## config.mk

```make
export PLATFORM = sky130hd
export DESIGN_NAME = sw_debounce_flat
export DESIGN_NICKNAME = d
export VERILOG_FILES = /design/src/rtl/sw_debounce_if.sv /design/src/rtl/sw_debounce.sv /design/src/flat_wrapper.sv
export SDC_FILE = /design/constraint.sdc
export NUM_CORES = 1
export LEC_CHECK = 0
export CORE_UTILIZATION = 52
export CTS_CLUSTER_DIAMETER = 30
export DETAILED_ROUTE_END_ITERATION = 10
export PLACE_DENSITY = 0.76
export SETUP_SLACK_MARGIN = 0.2
export SLEW_MARGIN = 5
export SYNTH_ARGS = -nofsm -noshare
export SYNTH_HDL_FRONTEND = slang
export SYNTH_SLANG_ARGS = --single-unit
```

## constraint.sdc

```tcl
create_clock -name clk_i -period 16.89 [get_ports clk_i]
set_input_delay 2.5335 -clock clk_i [delete_from_list [all_inputs] [get_ports clk_i]]
set_output_delay 2.5335 -clock clk_i [all_outputs]
set_load 0.02 [all_outputs]
```

## src/rtl/sw_debounce_if.sv

```systemverilog
// Switch-conditioning bus: raw switch pins and sticky-flag clear in, debounced
// levels, edge pulses and sticky change flags out.
// Ports: slave = conditioning block side, master = consumer/driver side.
interface sw_debounce_if #(
  parameter int WIDTH = 17
);
  logic [WIDTH-1:0] i_sw_raw;    // raw asynchronous switch/key pins
  logic             i_clr_en;    // clear strobe for sticky flags
  logic [WIDTH-1:0] i_clr_mask;  // which sticky flags to clear
  logic [WIDTH-1:0] o_io_sw;     // debounced stable levels
  logic [WIDTH-1:0] o_sw_rise;   // one-cycle 0->1 pulse per bit
  logic [WIDTH-1:0] o_sw_fall;   // one-cycle 1->0 pulse per bit
  logic [WIDTH-1:0] o_sw_event;  // sticky change flag per bit
  logic             o_any_event; // OR of o_sw_event

  modport slave (
    input  i_sw_raw, i_clr_en, i_clr_mask,
    output o_io_sw, o_sw_rise, o_sw_fall, o_sw_event, o_any_event
  );

  modport master (
    output i_sw_raw, i_clr_en, i_clr_mask,
    input  o_io_sw, o_sw_rise, o_sw_fall, o_sw_event, o_any_event
  );
endinterface

```

## src/rtl/sw_debounce.sv

```systemverilog
// Switch debouncer: per-bit SYNC_STAGES synchroniser plus stability counter;
// a held level reaches o_io_sw SYNC_STAGES+DB_CYCLES edges after first sampled.
// Ports: clk_i/rst_i (async active-high), bus (slave modport) carrying the
// raw pins, sticky-flag clear, stable levels, rise/fall pulses and flags.
module sw_debounce #(
  parameter int WIDTH       = 17,
  parameter int SYNC_STAGES = 2,
  parameter int DB_CYCLES   = 500000,
  localparam int CNT_W      = $clog2(DB_CYCLES + 1)
) (
  input  logic            clk_i,
  input  logic            rst_i,
  sw_debounce_if.slave    bus
);

  localparam logic [CNT_W-1:0] CNT_LAST = CNT_W'(DB_CYCLES - 1);

  logic [SYNC_STAGES-1:0][WIDTH-1:0] sync_q, sync_d;
  logic [WIDTH-1:0][CNT_W-1:0]       cnt_q, cnt_d;
  logic [WIDTH-1:0]                  stable_q, stable_d;
  logic [WIDTH-1:0]                  rise_q, rise_d;
  logic [WIDTH-1:0]                  fall_q, fall_d;
  logic [WIDTH-1:0]                  event_q, event_d;
  logic [WIDTH-1:0]                  sync_w;

  assign sync_w = sync_q[SYNC_STAGES-1];

  always_comb begin
    sync_d    = sync_q;
    sync_d[0] = bus.i_sw_raw;
    for (int s = 1; s < SYNC_STAGES; s++) begin
      sync_d[s] = sync_q[s-1];
    end
  end

  always_comb begin
    cnt_d    = cnt_q;
    stable_d = stable_q;
    rise_d   = '0;
    fall_d   = '0;
    for (int k = 0; k < WIDTH; k++) begin
      if (sync_w[k] == stable_q[k]) begin
        // Any return to the stable value restarts the stability count.
        cnt_d[k] = '0;
      end else if (cnt_q[k] == CNT_LAST) begin
        stable_d[k] = sync_w[k];
        cnt_d[k]    = '0;
        rise_d[k]   = sync_w[k];
        fall_d[k]   = ~sync_w[k];
      end else begin
        cnt_d[k] = cnt_q[k] + CNT_W'(1);
      end
    end
    // A new change on the same edge as a clear keeps the flag set.
    event_d = (event_q & ~({WIDTH{bus.i_clr_en}} & bus.i_clr_mask))
            | rise_d | fall_d;
  end

  always_ff @(posedge clk_i or posedge rst_i) begin
    if (rst_i) begin
      sync_q   <= '0;
      cnt_q    <= '0;
      stable_q <= '0;
      rise_q   <= '0;
      fall_q   <= '0;
      event_q  <= '0;
    end else begin
      sync_q   <= sync_d;
      cnt_q    <= cnt_d;
      stable_q <= stable_d;
      rise_q   <= rise_d;
      fall_q   <= fall_d;
      event_q  <= event_d;
    end
  end

  assign bus.o_io_sw     = stable_q;
  assign bus.o_sw_rise   = rise_q;
  assign bus.o_sw_fall   = fall_q;
  assign bus.o_sw_event  = event_q;
  assign bus.o_any_event = |event_q;

endmodule

```

## src/flat_wrapper.sv

```systemverilog
// flat-port wrapper written by rule: the top's interface ports become plain ports
module sw_debounce_flat 
#(
  parameter int WIDTH       = 17,
  parameter int SYNC_STAGES = 2,
  parameter int DB_CYCLES   = 500000,
  localparam int CNT_W      = $clog2(DB_CYCLES + 1)
)
  (clk_i, rst_i, bus_i_sw_raw, bus_i_clr_en, bus_i_clr_mask, bus_o_io_sw, bus_o_sw_rise, bus_o_sw_fall, bus_o_sw_event, bus_o_any_event);
  sw_debounce_if #(.WIDTH(WIDTH)) bus_i ();
  input  logic clk_i;
  input  logic rst_i;
  input wire logic [$bits(bus_i.i_sw_raw)-1:0] bus_i_sw_raw;
  input wire logic [$bits(bus_i.i_clr_en)-1:0] bus_i_clr_en;
  input wire logic [$bits(bus_i.i_clr_mask)-1:0] bus_i_clr_mask;
  output wire logic [$bits(bus_i.o_io_sw)-1:0] bus_o_io_sw;
  output wire logic [$bits(bus_i.o_sw_rise)-1:0] bus_o_sw_rise;
  output wire logic [$bits(bus_i.o_sw_fall)-1:0] bus_o_sw_fall;
  output wire logic [$bits(bus_i.o_sw_event)-1:0] bus_o_sw_event;
  output wire logic [$bits(bus_i.o_any_event)-1:0] bus_o_any_event;
  assign bus_i.i_sw_raw = bus_i_sw_raw;
  assign bus_i.i_clr_en = bus_i_clr_en;
  assign bus_i.i_clr_mask = bus_i_clr_mask;
  assign bus_o_io_sw = bus_i.o_io_sw;
  assign bus_o_sw_rise = bus_i.o_sw_rise;
  assign bus_o_sw_fall = bus_i.o_sw_fall;
  assign bus_o_sw_event = bus_i.o_sw_event;
  assign bus_o_any_event = bus_i.o_any_event;
  sw_debounce #(.WIDTH(WIDTH), .SYNC_STAGES(SYNC_STAGES), .DB_CYCLES(DB_CYCLES)) u_core (.clk_i(clk_i), .rst_i(rst_i), .bus(bus_i));
endmodule
```

==> results.md, run 1 <==
* Status: complete, no violations
* Fraction of layout cells with a size suffix above 1 at 0.107
* First-pass GRT wire length at a little over 70 mm
* DRT Wirelength at between 40 and 50 mm
* Post-CTS setup buffers at 0
* Final setup fails at 0
* Slew HR at 0.172
* Sw Pwr at between 600 and 700 uW
* Post-Synthesis Cells at about 1900
* # IOs at around 110
* Final hold vios at 0
* Final Instance Area at between 20000 and 25000 um^2
* Number of global-route vias before repair at approximately 15000
* Sw Share at 0.226
* Unique masters post-synth at 54
* Leakage at 0.00994 uW
* Sequential fraction of the synthesis area at 0.539
* Post-route setup TNS at 0 ns
* Overflow after GRT at 0
* Register share of total power at 0.362
* Placer congestion estimate at 0.865
* Clk Latency, worst-skew pair at ~0.6 ns
* Critical Path AT at between 2 and 3 ns
* Final ANT Viol Nets at 0
* Yosys top cell by area: dfrtp_1
* Initial DRT Pass Iterations at 7
* P&R area growth vs syn at 23.8%
* Mapped cell area at between 15000 and 20000 um^2
* Die X at between 150 and 200 um
* Post-CTS sizing at 0
* Cts hold-fix bufs at 0
* Detailed placer's ending HPWL at between 20 and 30 mm
* Clock slew at reported path FFs at 0.05 ns
* Final Util at 0.661
* Final Max Tran Viols at 0
* Final nets at around 2100
* Starting Density at 0.533
* GRT Util Overall at 0.230
* Power share of the clock group at 0.616
* CP max FO at 3
* Pwr/cell area at ~120 nW/um^2
* RSZ-0062 raised after global routing: no
* Worst vdd ir at roughly 0.09 mV
* Syn nets at a little under 2000
* Critical path type: reg2out
* Antenna violations before repair at 3
* Synth cell count leaders: dfrtp_1, nor2_1, xnor2_1
* Yosys Warn Count at 0
* R2R setup slack at around 14 ns
* Final Cycle Share at 0.306
* Total CTS buffers at 90
* HP Class: reg2reg
* Logic gate share of total power at 0.023
* Largest net degree at the start of global routing at 139
* Clock Path Buffers at 3
* Worst Path Required at approximately 14 ns
* Fmax at between 150 and 200 MHz
* Pint at between 2000 and 2500 uW
* Most common flop cell mapped by yosys: dfrtp_1
* Count of state elements after synthesis at between 400 and 500
* Count leader, synth: dfrtp_1
* CTS tree: yes
* Nature of the critical path startpoint: flop
* Worst hold margin at 0.339 ns
* EDFF count, synth at 0
* Clk_skew at 0.0288 ns
* Number of I/O port buffers at roughly 110
* Setup slack at placement at ~11 ns
* DRC Markers at 0
* Ys async rst share at 1.00
* FP Rows at 70
* Endpoint class of the critical path: output pin
* Avg WL per Cell at about 16 um
* Die Area at around 39000 um^2
* Post-DP Area at ~21000 um^2
* Tmin final at roughly 5.2 ns
* Root Buffer: clkbuf_16
* Syn Area/Cell at around 10 um^2
* CTS sink count at approximately 430
* Maxcap violations at 0
* Vias per cell at ~5.6
* Post-synth top area share at 0.539
* Synth area leaders: dfrtp_1, xnor2_1, nor2_1
* Worst Tran Pin Value at between 1 and 1.5 ns
* Initial DRC count at around 990
* Via count at roughly 15000
* Core region area at between 30000 and 40000 um^2
* Htree depth at 3
* Die H at ~200 um
* Final WS setup at around 12 ns
==> flip-flops by register name (all words and copies together), names as in the netlist <==
name / count
u_core.sync_d: 17
u_core.bus.o_sw_fall: 17
u_core.cnt_q: 323
u_core.bus.o_sw_event: 17
u_core.bus.o_sw_rise: 17
u_core.sync_w: 17
u_core.bus.o_io_sw: 17
==> worst max-delay path: stages (launching register included) <==
cell	delay [ns]
dfrtp_1	0.43
nor4_1	0.44
nand4_1	0.12
or4_1	0.40
clkdlybuf4s50_1	0.65
==> routing by layer <==
metal | GRT usage | vias to the layer above | share of wire
li1 | - | 7166 | -
met1 | 0.313 | 7404 | 0.45
met4 | 0.0953 | 4 | 0.028
met2 | 0.361 | 351 | 0.48
met3 | 0.0457 | 81 | 0.047
met5 | 0 | - | 0.00056
==> worst paths after layout <==
check | from | endpoint | depth (start not counted)
min in group asynchronous | rst_i | u_core.cnt_q[275] | 2
setup / recovery | u_core.bus.o_sw_event[14] | bus_o_any_event | 4
hold / removal | u_core.sync_d[19] | u_core.sync_w[2] | 0
setup reg to reg | u_core.cnt_q[285] | u_core.cnt_q[301] | 5
hold reg to reg | u_core.sync_d[19] | u_core.sync_w[2] | 0
max in group asynchronous | rst_i | u_core.bus.o_sw_event[13] | 4
==> power by group through the flow <==
stage / logic, uW / registers, uW / clock network, uW
2_1_floorplan: 44.8 / 1060 / 0
3_3_place_gp: 66.0 / 1060 / 0
3_5_place_dp: 67.4 / 1060 / 0
4_1_cts: 68.4 / 1050 / 1810
5_1_grt: 76.5 / 1050 / 1860
6_report: 66.2 / 1050 / 1790
==> area by class of cell <==
class                           count  area [um^2]
Fill cell                        2783        12500
Sequential cell                   425        10600
Multi-Input combinational cell   1402         8710
Clock buffer                      106         2440
Timing Repair Buffer              114         1120
Clock inverter                     64          707
Tap cell                          504          631
Inverter                           42          165
Antenna cell                        2         5.00
==> layout by cell type, fill, tap and decap left out, drive strengths merged, types with 14 or more instances in the layout <==
cell and instances:
xnor2 171, mux2 17, and3 42, nand3 114
clkinv 24, xor2 89, a21oi 42, or2 18
nor2 321, o21ai 41, nand4 110, nor4b 14
and4 21, inv 61, nor3 47, dfrtp 425
nand2 106, or3 23, or4 26, ha 17
clkbuf 106, clkdlybuf4s50 105, nor4 77, nor3b 37
==> per-stage QoR <==
| step | power (uW) | instances |
|---|---|---|
| 2_1_floorplan | 1110 | 1916 |
| 3_3_place_gp | 1130 | 2487 |
| 3_5_place_dp | 1130 | 2487 |
| 4_1_cts | 2930 | 2657 |
| 5_1_grt | 2990 | 2658 |
| 6_report | 2900 | 2659 |
==> kinds of logic after synthesis <==
family / count (synthesis) / synth area share
buf+inv: 89 / 0.0194
xor+xnor: 260 / 0.115
mux: 28 / 0.0155
simple gates: 980 / 0.260
fa+ha+maj: 17 / 0.0108
compound gates: 117 / 0.0393
flops: 425 / 0.539
Power figures use the tool's default switching activity.
==> inputs of run 2 (changes only) <==
Settings changed: PLACE_DENSITY 0.76 to 0.78.
Clock period 16.89 ns to 4.3 ns, I/O delays scaled along.
==> run 2 against run 1 <==
Design area up 0.20%; sequential share of layout area fell by 0.087 points; sequential power grew to 3.9 times the previous value; combinational power increased to 4.2 times the previous value; critical path depth is the same; die area stayed put; count of clock-buffer cells in the layout increased by 3; clock skew decreased by 0.0062 ns; largest cell class unchanged.
==> results.md, run 2 (synthesized netlist as in run 1, its figures left out) <==
* CTS tree: yes (unchanged)
* Dpl cells at 2492 (was 2487)
* Worst Path Required at 3.65 ns (was 14.36 ns)
* Clock Path Buffers at 3 (unchanged)
* Commonest non-fill, non-tap cell in the layout: dfrtp_1 (unchanged)
* Total CTS buffers at 88 (was 90)
* First-pass GRT wire length at 73.2 mm (was 72.6 mm)
* Fraction of layout cells with a size suffix above 1 at 0.105 (was 0.107)
* Nature of the critical path startpoint: flop (unchanged)
* Final Max Tran Viols at 0 (unchanged)
* Worst hold stages at 0 (unchanged)
* Reg2reg end: u_core.cnt_q[293] (was u_core.cnt_q[301])
* DRC Markers at 0 (unchanged)
* Final setup fails at 0 (unchanged)
* CTS sink count at 425 (unchanged)
* Number of global-route vias before repair at 14972 (was 14910)
* Final hold vios at 0 (unchanged)
* Hold path start: u_core.sync_d[30] (was u_core.sync_d[19])
* RSZ-0062 raised after global routing: no (unchanged)
* Leakage at 0.00997 uW (was 0.00994 uW)
* Vias per cell at 5.65 (was 5.64)
* Post-CTS sizing at 0 (unchanged)
* GRT Util Overall at 0.231 (was 0.230)
* Worst Tran Pin Value at 1.22 ns (was 1.23 ns)
* CP Launch Point: u_core.bus.o_sw_event[15] (was u_core.bus.o_sw_event[14])
* Die H at 197 um (unchanged)
* Worst vdd ir at 0.338 mV (was 0.0879 mV)
* Pwr/cell area at 465 nW/um^2 (was 119 nW/um^2)
* Fmax at between 300 and 400 MHz
* Die X at 197 um (unchanged)
* Post-CTS setup buffers at 0 (unchanged)
* Starting Density at 0.533 (unchanged)
* N_diodes at 0 (was 2)
* Critical path type: reg2out (unchanged)
* Number of I/O port buffers at 105 (unchanged)
* Commonest cells after routing, fill and taps aside: dfrtp_1, nor2_1, xnor2_1, nand3_1, nand4_1 (unchanged)
* Tmin final at 3.32 ns
* Detailed placer's ending HPWL at 28.3 mm (was 27.8 mm)
* Clk_skew at 0.0226 ns (was 0.0288 ns)
* Placer congestion estimate at 0.854 (was 0.865)
* P&R area growth vs syn at 24.1% (was 23.8%)
* Maxcap violations at 0 (unchanged)
* # IOs at 106 (unchanged)
* Overflow after GRT at 0 (unchanged)
* Max reg flops at 323 (unchanged)
* R2R setup slack at 1.70 ns (was 14.24 ns)
* Final nets at 2132 (was 2129)
* Root Buffer: clkbuf_16 (unchanged)
* Register with the most flip-flops: u_core.cnt_q (unchanged)
* CP max FO at 3 (unchanged)
* Cts hold-fix bufs at 0 (unchanged)
* Reg2Reg Depth at 5 (unchanged)
* DRT Wirelength at 43.2 mm (was 43.0 mm)
* Avg WL per Cell at 16.3 um (was 16.2 um)
* FP Rows at 70 (unchanged)
* WHS Endpoint: u_core.sync_w[13] (was u_core.sync_w[2])
* Initial DRC count at 1005 (was 985)
* Slew HR at 0.184 (was 0.172)
* Status: complete, no violations (unchanged)
* Largest net degree at the start of global routing at 85 (was 139)
* Final Cycle Share at 0.773
* Critical Path AT at 2.68 ns (was 2.64 ns)
* Post-DP Area at 21300 um^2 (about the same)
* Final ANT Viol Nets at 0 (unchanged)
* Htree depth at 3 (unchanged)
* Core region area at 37000 um^2 (unchanged)
* Clk Latency, worst-skew pair at 0.59 ns (was 0.60 ns)
* Worst R2R Start: u_core.cnt_q[285] (unchanged)
* HP Class: reg2reg (unchanged)
* Initial DRT Pass Iterations at 6 (was 7)
* Final Instance Area at 24500 um^2 (was 24400 um^2)
* Via count at 14984 (was 15006)
* Clock slew at reported path FFs at 0.05 ns (about the same)
* Die Area at 38700 um^2 (unchanged)
* Layout Cells excl Fill at 2653 (was 2659)
* Antenna violations before repair at 1 (was 3)
* Endpoint class of the critical path: output pin (unchanged)
==> run 2: changes by cell type in the layout (fill, tap and decap cells not counted), moves of 2 or more <==
cell and delta:
clkinvlp_4 -3, inv_6 -7, buf_12 +5, diode_2 -2, clkbuf_8 +3, bufinv_16 +3
==> run 2: metal layers <==
layer	track usage	vias to the layer above	wire length, um
li1	-	7155	-
met1	0.307	7412	19300
met2	0.374	336	20600
met3	0.0462	81	2160
met4	0.0893	0	1110
met5	0	-	0
==> run 2: worst max-delay path: stages, from the launching register on <==
cell and delay [ns]:
dfrtp_1 0.38, nor4_1 0.43, nand4_1 0.26, or4_1 0.47
clkdlybuf4s50_1 0.56
==> run 2: area by class of cell <==
class,count,area [um^2]
clock buffer,109,2460
clock inverter,52,656
fill,2771,12500
inverter,42,161
multi-input combinational,1402,8700
sequential,425,10600
tap,504,631
timing repair buffer,119,1220
==> run 2: worst max path at each step <==
stage                                        to  slack [ns]  cells after the start
final                           bus_o_any_event        0.98                      4
after global routing            bus_o_any_event        0.86                      4
after CTS                       bus_o_any_event        0.88                      4
after detailed placement        bus_o_any_event        1.50                      4
after global placement          bus_o_any_event        1.46                      4
after floorplan           u_core.bus.o_io_sw[0]       -2.08                      1
==> run 2: metrics by stage <==
stage                     utilization  hold slack [ns]  setup slack, ns  TNS, ns  total power, uW
after floorplan                     -            0.331            -2.08  -884.19             4350
after global placement          0.578            0.332             1.46        0             4450
after detailed placement        0.578            0.335             1.50        0             4460
after CTS                       0.662            0.344            0.880        0            11500
after global routing            0.662            0.351            0.861        0            11800
final                           0.662            0.342            0.977        0            11400
==> run 2: power breakdown <==
group / internal [uW] / total (uW) / switching (uW)
Combinational: 96.1 / 277 / 181
Clock: 4790 / 6990 / 2190
Sequential: 4070 / 4120 / 58.5
==> inputs of run 3 (changes only) <==
Settings changed: PLACE_DENSITY 0.78 to 0.76.
Clock period 4.3 ns to 3.2 ns, I/O delays scaled along.
==> run 3 against run 2 <==
Wire length shrank 0.37%; critical path type unchanged; utilization is essentially flat; worst setup slack lost 0.59 ns.
==> results.md, run 3 (synthesized netlist as in run 1, its figures left out) <==
* WP buf/inv at 1 (unchanged)
* Nature of the critical path startpoint: flop (unchanged)
* Layout Cells excl Fill at 2663 (was 2653)
* CTS sink count at 425 (unchanged)
* Power share of the clock group at 0.608 (was 0.614)
* Pint at 11600 uW (was 8960 uW)
* HP Class: in2async (was reg2reg)
* Die H at 197 um (unchanged)
* Setup slack at placement at 0.777 ns (was 1.50 ns)
* Register share of total power at 0.367 (was 0.362)
* Worst vdd ir at 0.560 mV (was 0.338 mV)
* Detailed placer's ending HPWL at 28.6 mm (was 28.3 mm)
* Fmax at roughly 360 MHz
* N_diodes at 0 (unchanged)
* Slew HR at 0.376 (was 0.184)
* Final WS setup at 0.383 ns (was 0.977 ns)
* Slowest stage cell, crit path: or4_1 (was clkdlybuf4s50_1)
* Overflow after GRT at 0 (unchanged)
* Htree depth at 3 (unchanged)
* Worst Tran Pin Value at 0.933 ns (was 1.22 ns)
* Pwr/cell area at 615 nW/um^2 (was 465 nW/um^2)
* Initial DRT Pass Iterations at 5 (was 6)
* Endpoint class of the critical path: output pin (unchanged)
* P&R area growth vs syn at 24.2% (was 24.1%)
* Total CTS buffers at 87 (was 88)
* Worst Setup EP: bus_o_any_event (unchanged)
* FP Rows at 70 (unchanged)
* DRT Wirelength at 43.1 mm (was 43.2 mm)
* Worst Path Required at 2.72 ns (was 3.65 ns)
* Sw Share at 0.232 (was 0.214)
* Largest net degree at the start of global routing at 108 (was 85)
* Fillers at 2794 (was 2771)
* GRT Util Overall at 0.233 (was 0.231)
* Clock Path Buffers at 3 (unchanged)
* Clk Latency, worst-skew pair at 0.60 ns (was 0.59 ns)
* Worst R2R Start: u_core.cnt_q[38] (was u_core.cnt_q[285])
* Leakage at 0.00998 uW (was 0.00997 uW)
* Antenna violations before repair at 0 (was 1)
* Family with the most delay on the worst path: simple AND/OR/NAND/NOR gates (unchanged)
* Reg2Reg Depth at 6 (was 5)
* Number of I/O port buffers at 105 (unchanged)
* Sw Pwr at 3500 uW (was 2430 uW)
* Reg2reg end: u_core.cnt_q[49] (was u_core.cnt_q[293])
* Post-CTS sizing at 1 (was 0)
* Commonest cells after routing, fill and taps aside: dfrtp_1, nor2_1, xnor2_1, nand3_1, nand4_1 (unchanged)
* Post-CTS setup buffers at 0 (unchanged)
* Max reg flops at 323 (unchanged)
* First-pass GRT wire length at 73.8 mm (was 73.2 mm)
* Die Area at 38700 um^2 (unchanged)
* Tmin final at approximately 2.8 ns
* Critical Path AT at 2.34 ns (was 2.68 ns)
* Logic gate share of total power at 0.025 (was 0.024)
* Critical path, cell by cell: nor4_1 -> nand4_1 -> or4_1 -> dlygate4sd2_1 (was nor4_1 -> nand4_1 -> or4_1 -> clkdlybuf4s50_1)
* Placer congestion estimate at 0.875 (was 0.854)
* Die X at 197 um (unchanged)
* Dpl cells at 2502 (was 2492)
* Critical path type: reg2out (unchanged)
* CP max FO at 3 (unchanged)
* Slowest stage delay, CP at 0.50 ns (was 0.56 ns)
* Commonest non-fill, non-tap cell in the layout: dfrtp_1 (unchanged)
* Clk_skew at 0.0225 ns (was 0.0226 ns)
* WP depth at 4 (unchanged)
* Final Cycle Share at 0.880
* Starting Density at 0.533 (unchanged)
* Number of global-route vias before repair at 14957 (was 14972)
* RSZ-0062 raised after global routing: no (unchanged)
* Core region area at 37000 um^2 (unchanged)
* Status: complete, no violations (unchanged)
* Avg WL per Cell at 16.2 um (was 16.3 um)
* Maxcap violations at 0 (unchanged)
* Root Buffer: clkbuf_16 (unchanged)
* Final setup fails at 0 (unchanged)
* Fraction of layout cells with a size suffix above 1 at 0.112 (was 0.105)
* R2R setup slack at 0.90 ns (was 1.70 ns)
* Worst hold margin at 0.184 ns (was 0.342 ns)
* CP Launch Point: u_core.bus.o_sw_event[6] (was u_core.bus.o_sw_event[15])
* Final hold vios at 0 (unchanged)
* Final Max Tran Viols at 0 (unchanged)
* DRC Markers at 0 (unchanged)
* Final ANT Viol Nets at 0 (unchanged)
* Initial DRC count at 845 (was 1005)
* Cts hold-fix bufs at 0 (unchanged)
* Register with the most flip-flops: u_core.cnt_q (unchanged)
* Vias per cell at 5.61 (was 5.65)
* CTS tree: yes (unchanged)
* Via count at 14937 (was 14984)
* Final nets at 2141 (was 2132)
* Clock slew at reported path FFs at 0.05 ns (about the same)
* # IOs at 106 (unchanged)
[run 3: changes by cell type in the layout (fill, tap and decap cells not counted), sizes merged]
cell / previous run / this run
bufinv: 12 / 7
dlygate4sd2: 0 / 1
clkbuf: 109 / 97
clkdlybuf4s50: 105 / 104
inv: 52 / 59
clkinv: 21 / 28
clkinvlp: 9 / 12
buf: 14 / 24
[run 3: through the flow]
stage                     cell area, um^2  setup TNS [ns]  utilization  total power [uW]
final                               24500               0        0.662             15100
after global routing                24500               0        0.662             15600
after CTS                           24500               0        0.662             15200
after detailed placement            21400               0        0.580              6000
after global placement              21400               0        0.580              5990
after floorplan                     19700        -1281.56            -              5840
[run 3: worst min path at each step]
| stage | startpoint | endpoint | slack [ns] | cells past startpoint |
|---|---|---|---|---|
| final | rst_i | u_core.cnt_q[315] | 0.18 | 2 |
| after global routing | rst_i | u_core.cnt_q[315] | 0.18 | 2 |
| after CTS | rst_i | u_core.cnt_q[315] | 0.16 | 2 |
| after detailed placement | u_core.sync_d[27] | u_core.sync_w[10] | 0.33 | 0 |
| after global placement | u_core.sync_d[18] | u_core.sync_w[1] | 0.33 | 0 |
| after floorplan | u_core.sync_d[17] | u_core.sync_w[0] | 0.33 | 0 |
[run 3: area by class of cell]
cell class,count,area [um^2],share of cell area
clock buffers,97,2350,0.0959
clock inverters,64,716,0.0292
inverters,42,161,0.00659
multi-input cells,1402,8700,0.355
flip-flops and latches,425,10600,0.434
well taps,504,631,0.0258
repair buffers,129,1290,0.0528
[run 3: worst reg2reg max path, cell delays in order (launching register included)]
cell and delay, ns:
dfrtp_1 0.39, ha_1 0.20, nand3_1 0.28, or3_1 0.43
o21ai_1 0.53, buf_4 0.28, nor2_1 0.07
[run 3: metal layers]
layer | GRT usage | share of wire
met2 | 0.375 | 0.48
met5 | 0 | 0
met3 | 0.0443 | 0.042
met4 | 0.0933 | 0.031
met1 | 0.311 | 0.45
[run 3: power groups by stage]
stage	clock network [uW]	logic (uW)	registers [uW]
5_1_grt	9590	427	5540
3_3_place_gp	0	373	5610
2_1_floorplan	0	237	5610
6_report	9160	372	5540
4_1_cts	9310	385	5530
3_5_place_dp	0	381	5620
